File: src/rtl/uart_pkg.sv
// Shared definitions for the fast UART receive/transmit DMA blocks.
package uart_pkg;

  localparam int UART_ADDR_W        = 16;
  localparam int UART_RX_FIFO_DEPTH = 8;

  typedef enum logic [1:0] {
    IDLE  = 2'd0,
    RUN   = 2'd1,
    DRAIN = 2'd2
  } rx_state_e;

endpackage

File: src/rtl/uart_rx_fifo.sv
// Synchronous FIFO for the receive DMA path. Registered occupancy count,
// flush input, and a push into a full FIFO is accepted when a pop happens
// in the same cycle. DEPTH must be a power of two so pointers wrap freely.
module uart_rx_fifo
  import uart_pkg::*;
#(
  parameter int DEPTH = UART_RX_FIFO_DEPTH,
  parameter int WIDTH = 8
) (
  input  logic             clk,
  input  logic             rst,
  input  logic             flush,
  input  logic             push,
  input  logic [WIDTH-1:0] push_data,
  input  logic             pop,
  output logic [WIDTH-1:0] pop_data,
  output logic             full,
  output logic             empty
);

  localparam int PTR_W = $clog2(DEPTH);

  logic [WIDTH-1:0] mem_q [DEPTH];
  logic [PTR_W-1:0] wr_ptr_q, wr_ptr_d;
  logic [PTR_W-1:0] rd_ptr_q, rd_ptr_d;
  logic [PTR_W:0]   count_q, count_d;
  logic             push_ok, pop_ok;

  assign full     = (count_q == (PTR_W+1)'(DEPTH));
  assign empty    = (count_q == '0);
  assign pop_data = mem_q[rd_ptr_q];

  // Pointer and count update; flush empties the FIFO outright.
  always_comb begin
    pop_ok   = pop && !empty;
    push_ok  = push && (!full || pop_ok);
    wr_ptr_d = wr_ptr_q + PTR_W'(push_ok);
    rd_ptr_d = rd_ptr_q + PTR_W'(pop_ok);
    count_d  = count_q + (PTR_W+1)'(push_ok) - (PTR_W+1)'(pop_ok);
    if (flush) begin
      wr_ptr_d = '0;
      rd_ptr_d = '0;
      count_d  = '0;
    end
  end

  // Control state register.
  always_ff @(posedge clk or posedge rst) begin
    if (rst) begin
      wr_ptr_q <= '0;
      rd_ptr_q <= '0;
      count_q  <= '0;
    end else begin
      wr_ptr_q <= wr_ptr_d;
      rd_ptr_q <= rd_ptr_d;
      count_q  <= count_d;
    end
  end

  // Storage array, written only on an accepted push.
  always_ff @(posedge clk) begin
    if (push_ok && !flush) begin
      mem_q[wr_ptr_q] <= push_data;
    end
  end

endmodule

File: src/rtl/uart_rx_dma_writer.sv
// Receive DMA writer: buffers UART receiver bytes and writes them through an
// Avalon-MM master into the window [start_addr, stop_addr].
// Optional build macro UART_RX_PACK_EN packs four bytes (little-endian) per
// word; a trailing partial word is flushed zero-padded when enable drops.
module uart_rx_dma_writer
  import uart_pkg::*;
#(
  parameter int FIFO_DEPTH = UART_RX_FIFO_DEPTH,
  parameter int ADDR_W     = UART_ADDR_W
) (
  input  logic              clk,
  input  logic              rst,
  input  logic              rx_rdy,
  input  logic [7:0]        rx_char,
  input  logic              enable,
  input  logic [ADDR_W-1:0] start_addr,
  input  logic [ADDR_W-1:0] stop_addr,
  output logic              work,
  output logic              overflow,
  output logic              avm_write,
  output logic              avm_read,
  input  logic              avm_waitrequest,
  input  logic              avm_readdatavalid,
  output logic [ADDR_W-1:0] avm_address,
  output logic [31:0]       avm_writedata,
  input  logic [31:0]       avm_readdata
);

`ifdef UART_RX_PACK_EN
  localparam int ENTRY_W = 32;
`else
  localparam int ENTRY_W = 8;
`endif

  rx_state_e         state_q, state_d;
  logic              enable_q, enable_d;
  logic [ADDR_W-1:0] cur_addr_q, cur_addr_d;
  logic [ADDR_W-1:0] lim_q, lim_d;
  logic [ADDR_W-1:0] addr_q, addr_d;
  logic [31:0]       data_q, data_d;
  logic              write_q, write_d;
  logic              overflow_q, overflow_d;
  logic              fifo_flush, fifo_push, fifo_pop, fifo_full, fifo_empty;
  logic [ENTRY_W-1:0] fifo_wdata, fifo_rdata;
  logic              enable_rise, wr_done, win_full, pend, part_pend;
  logic              unused_inputs;
`ifdef UART_RX_PACK_EN
  logic [23:0]       pack_q, pack_d;
  logic [1:0]        pack_cnt_q, pack_cnt_d;
  logic              pend_q, pend_d;
`endif

  uart_rx_fifo #(
    .DEPTH (FIFO_DEPTH),
    .WIDTH (ENTRY_W)
  ) u_fifo (
    .clk       (clk),
    .rst       (rst),
    .flush     (fifo_flush),
    .push      (fifo_push),
    .push_data (fifo_wdata),
    .pop       (fifo_pop),
    .pop_data  (fifo_rdata),
    .full      (fifo_full),
    .empty     (fifo_empty)
  );

  assign work          = (state_q != IDLE);
  assign overflow      = overflow_q;
  assign avm_write     = write_q;
  assign avm_read      = 1'b0;
  assign avm_address   = addr_q;
  assign avm_writedata = data_q;
  assign unused_inputs = ^{avm_readdatavalid, avm_readdata};

  // Session FSM, byte intake, writer load and write completion.
  always_comb begin
    state_d    = state_q;
    enable_d   = enable;
    cur_addr_d = cur_addr_q;
    lim_d      = lim_q;
    addr_d     = addr_q;
    data_d     = data_q;
    write_d    = write_q;
    overflow_d = overflow_q;
    fifo_flush = 1'b0;
    fifo_push  = 1'b0;
    fifo_pop   = 1'b0;
    fifo_wdata = '0;
    win_full   = 1'b0;
`ifdef UART_RX_PACK_EN
    pack_d     = pack_q;
    pack_cnt_d = pack_cnt_q;
    pend_d     = pend_q;
    pend       = (pack_cnt_q != 2'd0);
    part_pend  = pend_q;
`else
    pend       = 1'b0;
    part_pend  = 1'b0;
`endif
    enable_rise = enable && !enable_q;
    wr_done     = write_q && !avm_waitrequest;

    case (state_q)
      IDLE: begin
        if (enable_rise && (start_addr <= stop_addr)) begin
          state_d    = RUN;
          cur_addr_d = start_addr;
          lim_d      = stop_addr;
          overflow_d = 1'b0;
          fifo_flush = 1'b1;
`ifdef UART_RX_PACK_EN
          pack_d     = '0;
          pack_cnt_d = '0;
          pend_d     = 1'b0;
`endif
        end
      end

      RUN: begin
        if (wr_done) begin
          write_d = 1'b0;
          if (cur_addr_q == lim_q) begin
            state_d  = IDLE;
            win_full = 1'b1;
          end else begin
            cur_addr_d = cur_addr_q + 1'b1;
          end
        end
        if (!win_full) begin
          if (!enable) begin
            // Queued data is discarded; only the in-flight write (and a
            // partial packed word, when packing) still goes out.
            fifo_flush = 1'b1;
`ifdef UART_RX_PACK_EN
            pend_d     = pend;
`endif
            state_d = ((write_q && !wr_done) || pend) ? DRAIN : IDLE;
          end else begin
            if (!write_q && !fifo_empty) begin
              fifo_pop = 1'b1;
              write_d  = 1'b1;
              addr_d   = cur_addr_q;
`ifdef UART_RX_PACK_EN
              data_d   = fifo_rdata;
`else
              data_d   = {24'h0, fifo_rdata};
`endif
            end
            if (rx_rdy) begin
`ifdef UART_RX_PACK_EN
              if (pack_cnt_q == 2'd3) begin
                fifo_push  = 1'b1;
                fifo_wdata = {rx_char, pack_q};
                pack_d     = '0;
                pack_cnt_d = '0;
              end else begin
                case (pack_cnt_q)
                  2'd0:    pack_d[7:0]   = rx_char;
                  2'd1:    pack_d[15:8]  = rx_char;
                  default: pack_d[23:16] = rx_char;
                endcase
                pack_cnt_d = pack_cnt_q + 2'd1;
              end
`else
              fifo_push  = 1'b1;
              fifo_wdata = rx_char;
`endif
            end
            if (fifo_push && fifo_full && !fifo_pop) begin
              overflow_d = 1'b1;
            end
          end
        end
      end

      DRAIN: begin
        if (wr_done) begin
          write_d = 1'b0;
          if ((cur_addr_q == lim_q) || !part_pend) begin
            state_d = IDLE;
          end else begin
            cur_addr_d = cur_addr_q + 1'b1;
          end
        end else if (!write_q) begin
          if (part_pend) begin
`ifdef UART_RX_PACK_EN
            write_d = 1'b1;
            addr_d  = cur_addr_q;
            data_d  = {8'h0, pack_q};
            pend_d  = 1'b0;
`endif
          end else begin
            state_d = IDLE;
          end
        end
      end

      default: state_d = IDLE;
    endcase
  end

  // State, window and Avalon request registers.
  always_ff @(posedge clk or posedge rst) begin
    if (rst) begin
      state_q    <= IDLE;
      enable_q   <= 1'b0;
      cur_addr_q <= '0;
      lim_q      <= '0;
      addr_q     <= '0;
      data_q     <= '0;
      write_q    <= 1'b0;
      overflow_q <= 1'b0;
`ifdef UART_RX_PACK_EN
      pack_q     <= '0;
      pack_cnt_q <= '0;
      pend_q     <= 1'b0;
`endif
    end else begin
      state_q    <= state_d;
      enable_q   <= enable_d;
      cur_addr_q <= cur_addr_d;
      lim_q      <= lim_d;
      addr_q     <= addr_d;
      data_q     <= data_d;
      write_q    <= write_d;
      overflow_q <= overflow_d;
`ifdef UART_RX_PACK_EN
      pack_q     <= pack_d;
      pack_cnt_q <= pack_cnt_d;
      pend_q     <= pend_d;
`endif
    end
  end

endmodule

File: config.mk
export PLATFORM = sky130hd
export DESIGN_NAME = uart_rx_dma_writer
export DESIGN_NICKNAME = d
export VERILOG_FILES = /design/src/rtl/uart_pkg.sv /design/src/rtl/uart_rx_fifo.sv /design/src/rtl/uart_rx_dma_writer.sv
export SDC_FILE = /design/constraint.sdc
export NUM_CORES = 1
export LEC_CHECK = 0
export CORE_MARGIN = 1.5
export CORE_UTILIZATION = 53
export DETAILED_ROUTE_END_ITERATION = 6
export PLACE_DENSITY = 0.83
export SETUP_SLACK_MARGIN = 0.3
export SYNTH_ARGS = -nofsm -noshare
export SYNTH_HDL_FRONTEND = slang
export SYNTH_SLANG_ARGS = --single-unit
File: constraint.sdc
create_clock -name clk -period 3.9 [get_ports clk]
set_clock_uncertainty 0.15 [all_clocks]
set_input_delay 0.585 -clock clk [delete_from_list [all_inputs] [get_ports clk]]
set_output_delay 0.585 -clock clk [all_outputs]
set_load 0.02 [all_outputs]
# [Yosys cells after proc, flatten, opt, wreduce, memory -nomap -nowiden]
# Memories as Yosys holds them, arrays and structs flattened. A register that Yosys moved wholly into a read port is not among the register bits.
# Index checks and enable logic that the tools add are counted.
[totals] ff_bits=63 mem_bits_rw=64 inputBits=78 output_inout_bits=52 word_cells=111 mem_count=1
[mem_list] memory="u_fifo.mem_q" words=8 width=8 rd=1 rd_clocked_by_memory_dff=1 write_ports=1 line="uart_rx_fifo.sv:23" rtl="logic [WIDTH-1:0] mem_q [DEPTH];"
[op_classes] add_sub_neg=5 magnitude_cmp=1 n_eq_ne=11 n_mux=53 bitwise=1 reduce_logical=29
[op_table] op="2-to-1 mux 16 bit" n=3
[op_table] op="2-to-1 mux 8 bit" n=4
[op_table] op="one-hot mux 16 bit (2 select lines)" n=1
[op_table] op="2-to-1 mux 1 bit" n=30
[op_table] op="adder 16 x 1 -> 16 bit (second input constant)" n=1
[op_table] op="== test 16 bit" n=1
[op_table] op="<= comparator 16 bit" n=1
[op_table] op="2-to-1 mux 2 bit" n=8
[op_table] op="inequality test 2 bit (second input constant)" n=6
[op_table] op="logical AND 1 bit" n=10
[op_table] op="zero test 1 bit" n=8
[op_table] op="AND reduction 4 bit" n=2
[op_table] op="adder 3 x 1 -> 3 bit" n=2
[op_table] op="2-to-1 mux 3 bit" n=2
[op_table] op="one-hot mux 1 bit (2 select lines)" n=3
[op_table] op="one-hot mux 2 bit (3 select lines)" n=1
[op_table] op="nonzero test 2 bit" n=3
[op_table] op="AND reduction 5 bit" n=1
[op_table] op="adder 4 x 1 -> 4 bit" n=1
[op_table] op="== test 4 bit (second input constant)" n=1
[op_table] op="zero test 4 bit" n=1
[op_table] op="2-to-1 mux 4 bit" n=1
[op_table] op="AND reduction 2 bit" n=2
[op_table] op="subtractor 4 x 1 -> 4 bit" n=1
[op_table] op="6 further kinds" n=6

# [Logic depth before layout (Yosys ltp)]
[logic_depth] ltp_word=16 mapped_depth=12 ltp_nobuf=11

# [By module]
# A second synthesis with hierarchy kept.
[hier_totals] cells_unflattened=527 area_unflattened_um2=6896.6
[by_module_without_submodules] mod="uart_rx_dma_writer" instances=1 cells_per_inst=366 area_each_um2=3768.6 seq_area_each_um2=1526.5
[by_module_without_submodules] mod="uart_rx_fifo" instances=1 cells_per_inst=161 area_each_um2=3128.0 seq_area_each_um2=2172.1

# [Least setup slack after synthesis]
# No wires, ideal clock.
[synth_path] kind="input to register" from="input port stop_addr[15]" to="memory u_fifo.mem_q[0][0], enable pin" setup_time_ns=0.333 arrival_time_ns=2.412 t_required_ns=3.417 setup_slack_ns=1.005 stages=9 n_path_buf=1 path_cell_list="inv_1 -> ha_1 -> nand4_1 -> nor4_1 -> a21boi_1 -> o31ai_4 -> nand2_2 -> buf_2 -> and4b_1"
[synth_between] elab_chain_cells=8
[synth_rtl] element="start: declaration" line="uart_rx_dma_writer.sv:17" rtl="input logic [ADDR_W-1:0] stop_addr,"
[synth_rtl] element="<= comparator 16 bit" line="uart_rx_dma_writer.sv:106" rtl="if (enable_rise && (start_addr <= stop_addr)) begin"
[synth_rtl] element="logical AND 1 bit" line="uart_rx_dma_writer.sv:106"
[synth_rtl] element="2-to-1 mux 1 bit" line="uart_rx_dma_writer.sv:106"
[synth_rtl] element="one-hot mux 1 bit (2 select lines)" line="uart_rx_dma_writer.sv:104" rtl="case (state_q)"
[synth_rtl] element="zero test 1 bit" line="uart_rx_fifo.sv:62" rtl="if (push_ok && !flush) begin"
[synth_rtl] element="logical AND 1 bit" line="uart_rx_fifo.sv:62"
[synth_rtl] element="2-to-1 mux 1 bit" line="uart_rx_fifo.sv:62"
[synth_rtl] element="2-to-1 mux 1 bit (implied by the code)" line="uart_rx_fifo.sv:63" rtl="mem_q[wr_ptr_q] <= push_data;"
[synth_rtl] element="end: declaration" line="uart_rx_fifo.sv:23"
# Every way passes these cells.

# [Worst setup path after layout]
[layout_path] from="input port stop_addr[15]" to="memory u_fifo.mem_q[6][6], enable pin"
# Same word-level chain as after synthesis.

==> metrics <==
sinks on the clock net=135; fraction of final layout cells with drive strength greater than 1=0.150; Max-Slew Margin vs Limit=0.283; wire length after detailed routing=15100 um; dpl hpwl=10200 um; count of pins on the block boundary=130; maximum ir drop on the vdd rail=0.000466 V; element type at the critical path start=primary input; crit path time final=3340 ps; die area=13600 um2; Final Net Count=728; global placement routability congestion=0.865; Critical Path End Type=flip-flop; post-CTS setup buffers=0; Mapped Area=6850 um2; RSZ-0062 raised after global routing=false; vias per inst=5.83; leakage=3.41 nW; overflow left after global routing=0; per-cell routed wire length=18.8 um; clock insertion delay at the later pin of the skew report=420 ps; Final Hold Vio Count=0; crit path kind=primary input to flip-flop; post-synthesis cell type count=56; antenna fix cells=0; maximum operating frequency=0.300 GHz; placeable core region=12600 um2; number of antenna violations at the first check in global routing=0; result of the run=completed; number of synthesized flops with an enable pin=64; most frequent cells in the layout=dfrtp_1, clkdlybuf4s50_1, edfxtp_1; drt initial violations=482; power per unit of standard cell area=715 nW/um2; routed vias=4705; CTS root buf=clkbuf_16; Inserted Clock Buffers=17; number of global-route vias before repair=4564; hold_buf cts=0; count of yosys warnings during synthesis=0; maximum number of pins on one net before global-route repair=63; number of H-tree levels=4; synthesized instance count=541; global-route usage over all layers=0.239; max-capacitance violation count=0; final total negative setup slack=0 ps; maximum clock insertion buffer count=2; HP Class=primary input to async pin; Slew Viols, Final=0; CP Data Required Time=3870 ps; clock tree from TritonCTS=built; total setup violations reported at the end of the flow=0; wire length of the first global-routing pass=23900 um; number of placement rows=41; Area growth syn-to-layout=20.6%; flop and latch count out of synthesis=135; Vert. Die Dim=117 um; CTS clk-pin slew, worst paths=60 ps; transition time at the pin with the least slew margin=1070 ps; post-CTS resize count=0; Initial Util=0.543; remaining number of nets flagged by the antenna check after routing=0; count of input and output buffers=71; share of the yosys chip area belonging to registers=0.540; syn avg cell area=12.7 um2; crit share post-route=0.856; drt drc=0; Async SR Flop Fraction=0.526; Arrival @ worst endpoint=3310 ps; largest fanout on the critical path=12; die boundary width=117 um; final hold slack=279 ps; top_reg_cell synth=dfrtp_1; first-pass iteration count of the detailed router=6
## state kept, by name (all words and copies together) (netlist names)
signal / cells
avm_address: 16
avm_write: 1
avm_writedata: 8
cur_addr_q: 16
enable_q: 1
lim_q: 16
overflow: 1
state_q: 2
u_fifo.count_q: 4
u_fifo.mem_q: 64
u_fifo.rd_ptr_q: 3
u_fifo.wr_ptr_q: 3
## cell families after synthesis
logic type	after synthesis	synth area share
other cells	1	0.000548
buf+inv	82	0.0630
xor+xnor	21	0.0269
mux	59	0.128
compound gates	96	0.0948
fa+ha+maj	28	0.0522
simple gates	119	0.0950
flops	135	0.540
## synthesized netlist by cell type (11+ instances only)
cell / instances / area share
dfrtp_1: 71 / 0.26
edfxtp_1: 64 / 0.28
a21oi_1: 33 / 0.024
nand2_1: 30 / 0.016
inv_1: 29 / 0.016
ha_1: 27 / 0.049
buf_4: 26 / 0.028
nor2_1: 20 / 0.011
mux2_2: 16 / 0.026
mux4_2: 16 / 0.053
xnor2_1: 16 / 0.020
clkbuf_1: 15 / 0.0082
a31oi_1: 13 / 0.012
o21ai_0: 13 / 0.0095
and2_1: 12 / 0.011
mux2_4: 11 / 0.024
nand4_1: 11 / 0.010
## report_power, final
| part | total, mW | internal, mW | switching (mW) |
|---|---|---|---|
| clock | 1.46 | 0.898 | 0.562 |
| combinational | 2.21 | 1.05 | 1.16 |
| sequential | 2.24 | 1.86 | 0.378 |
## final timing paths
kind	from	slack (ps)	end	depth (start not counted)
worst min register to register	avm_address[9]	360	avm_address[9]	1
max in group asynchronous	rst	2700	state_q[0]	3
worst min-delay path	rst	280	avm_writedata[7]	2
min in group clk	avm_address[9]	360	avm_address[9]	1
worst max register to register	cur_addr_q[14]	1050	u_fifo.count_q[2]	9
worst max-delay path	stop_addr[15]	560	u_fifo.mem_q[6][6]	10
## per-layer routing
| metal | share of wire | routed length [um] | track usage |
|---|---|---|---|
| met3 | 0.080 | 1220 | 0.0560 |
| met4 | 0.018 | 267 | 0.0916 |
| met1 | 0.42 | 6430 | 0.323 |
| met2 | 0.48 | 7240 | 0.378 |
| met5 | 0 | 0 | 0 |
## final cells by class
class                           instances  area, um2
Inverter                               29        109
Fill cell                             909       4360
Tap cell                              172        215
Clock buffer                           25        475
Clock inverter                          7       53.8
Multi-Input combinational cell        348       2820
Sequential cell                       135       3700
Timing Repair Buffer                   91        886
## stage by stage
| step | setup WS, ps | instance area (um2) | util | total power, mW | cells |
|---|---|---|---|---|---|
| after global routing | 501 | 8260 | 0.655 | 6.22 | 807 |
| after floorplan | 1010 | 6940 | - | 3.69 | 565 |
| final | 562 | 8260 | 0.655 | 5.91 | 807 |
| after detailed placement | 198 | 7730 | 0.613 | 4.42 | 775 |
| after global placement | 267 | 7730 | 0.613 | 4.32 | 775 |
| after CTS | 631 | 8260 | 0.655 | 5.90 | 807 |
## critical path, cell delays in order
cell and delay, ps:
clkdlybuf4s50_1 510, inv_1 60, ha_1 320, nand4_1 170
nor4_1 470, a21boi_1 410, o31ai_4 110, nand2_2 210
and4_1 270, buf_4 180
No activity file was read; power rests on OpenSTA's default activity.
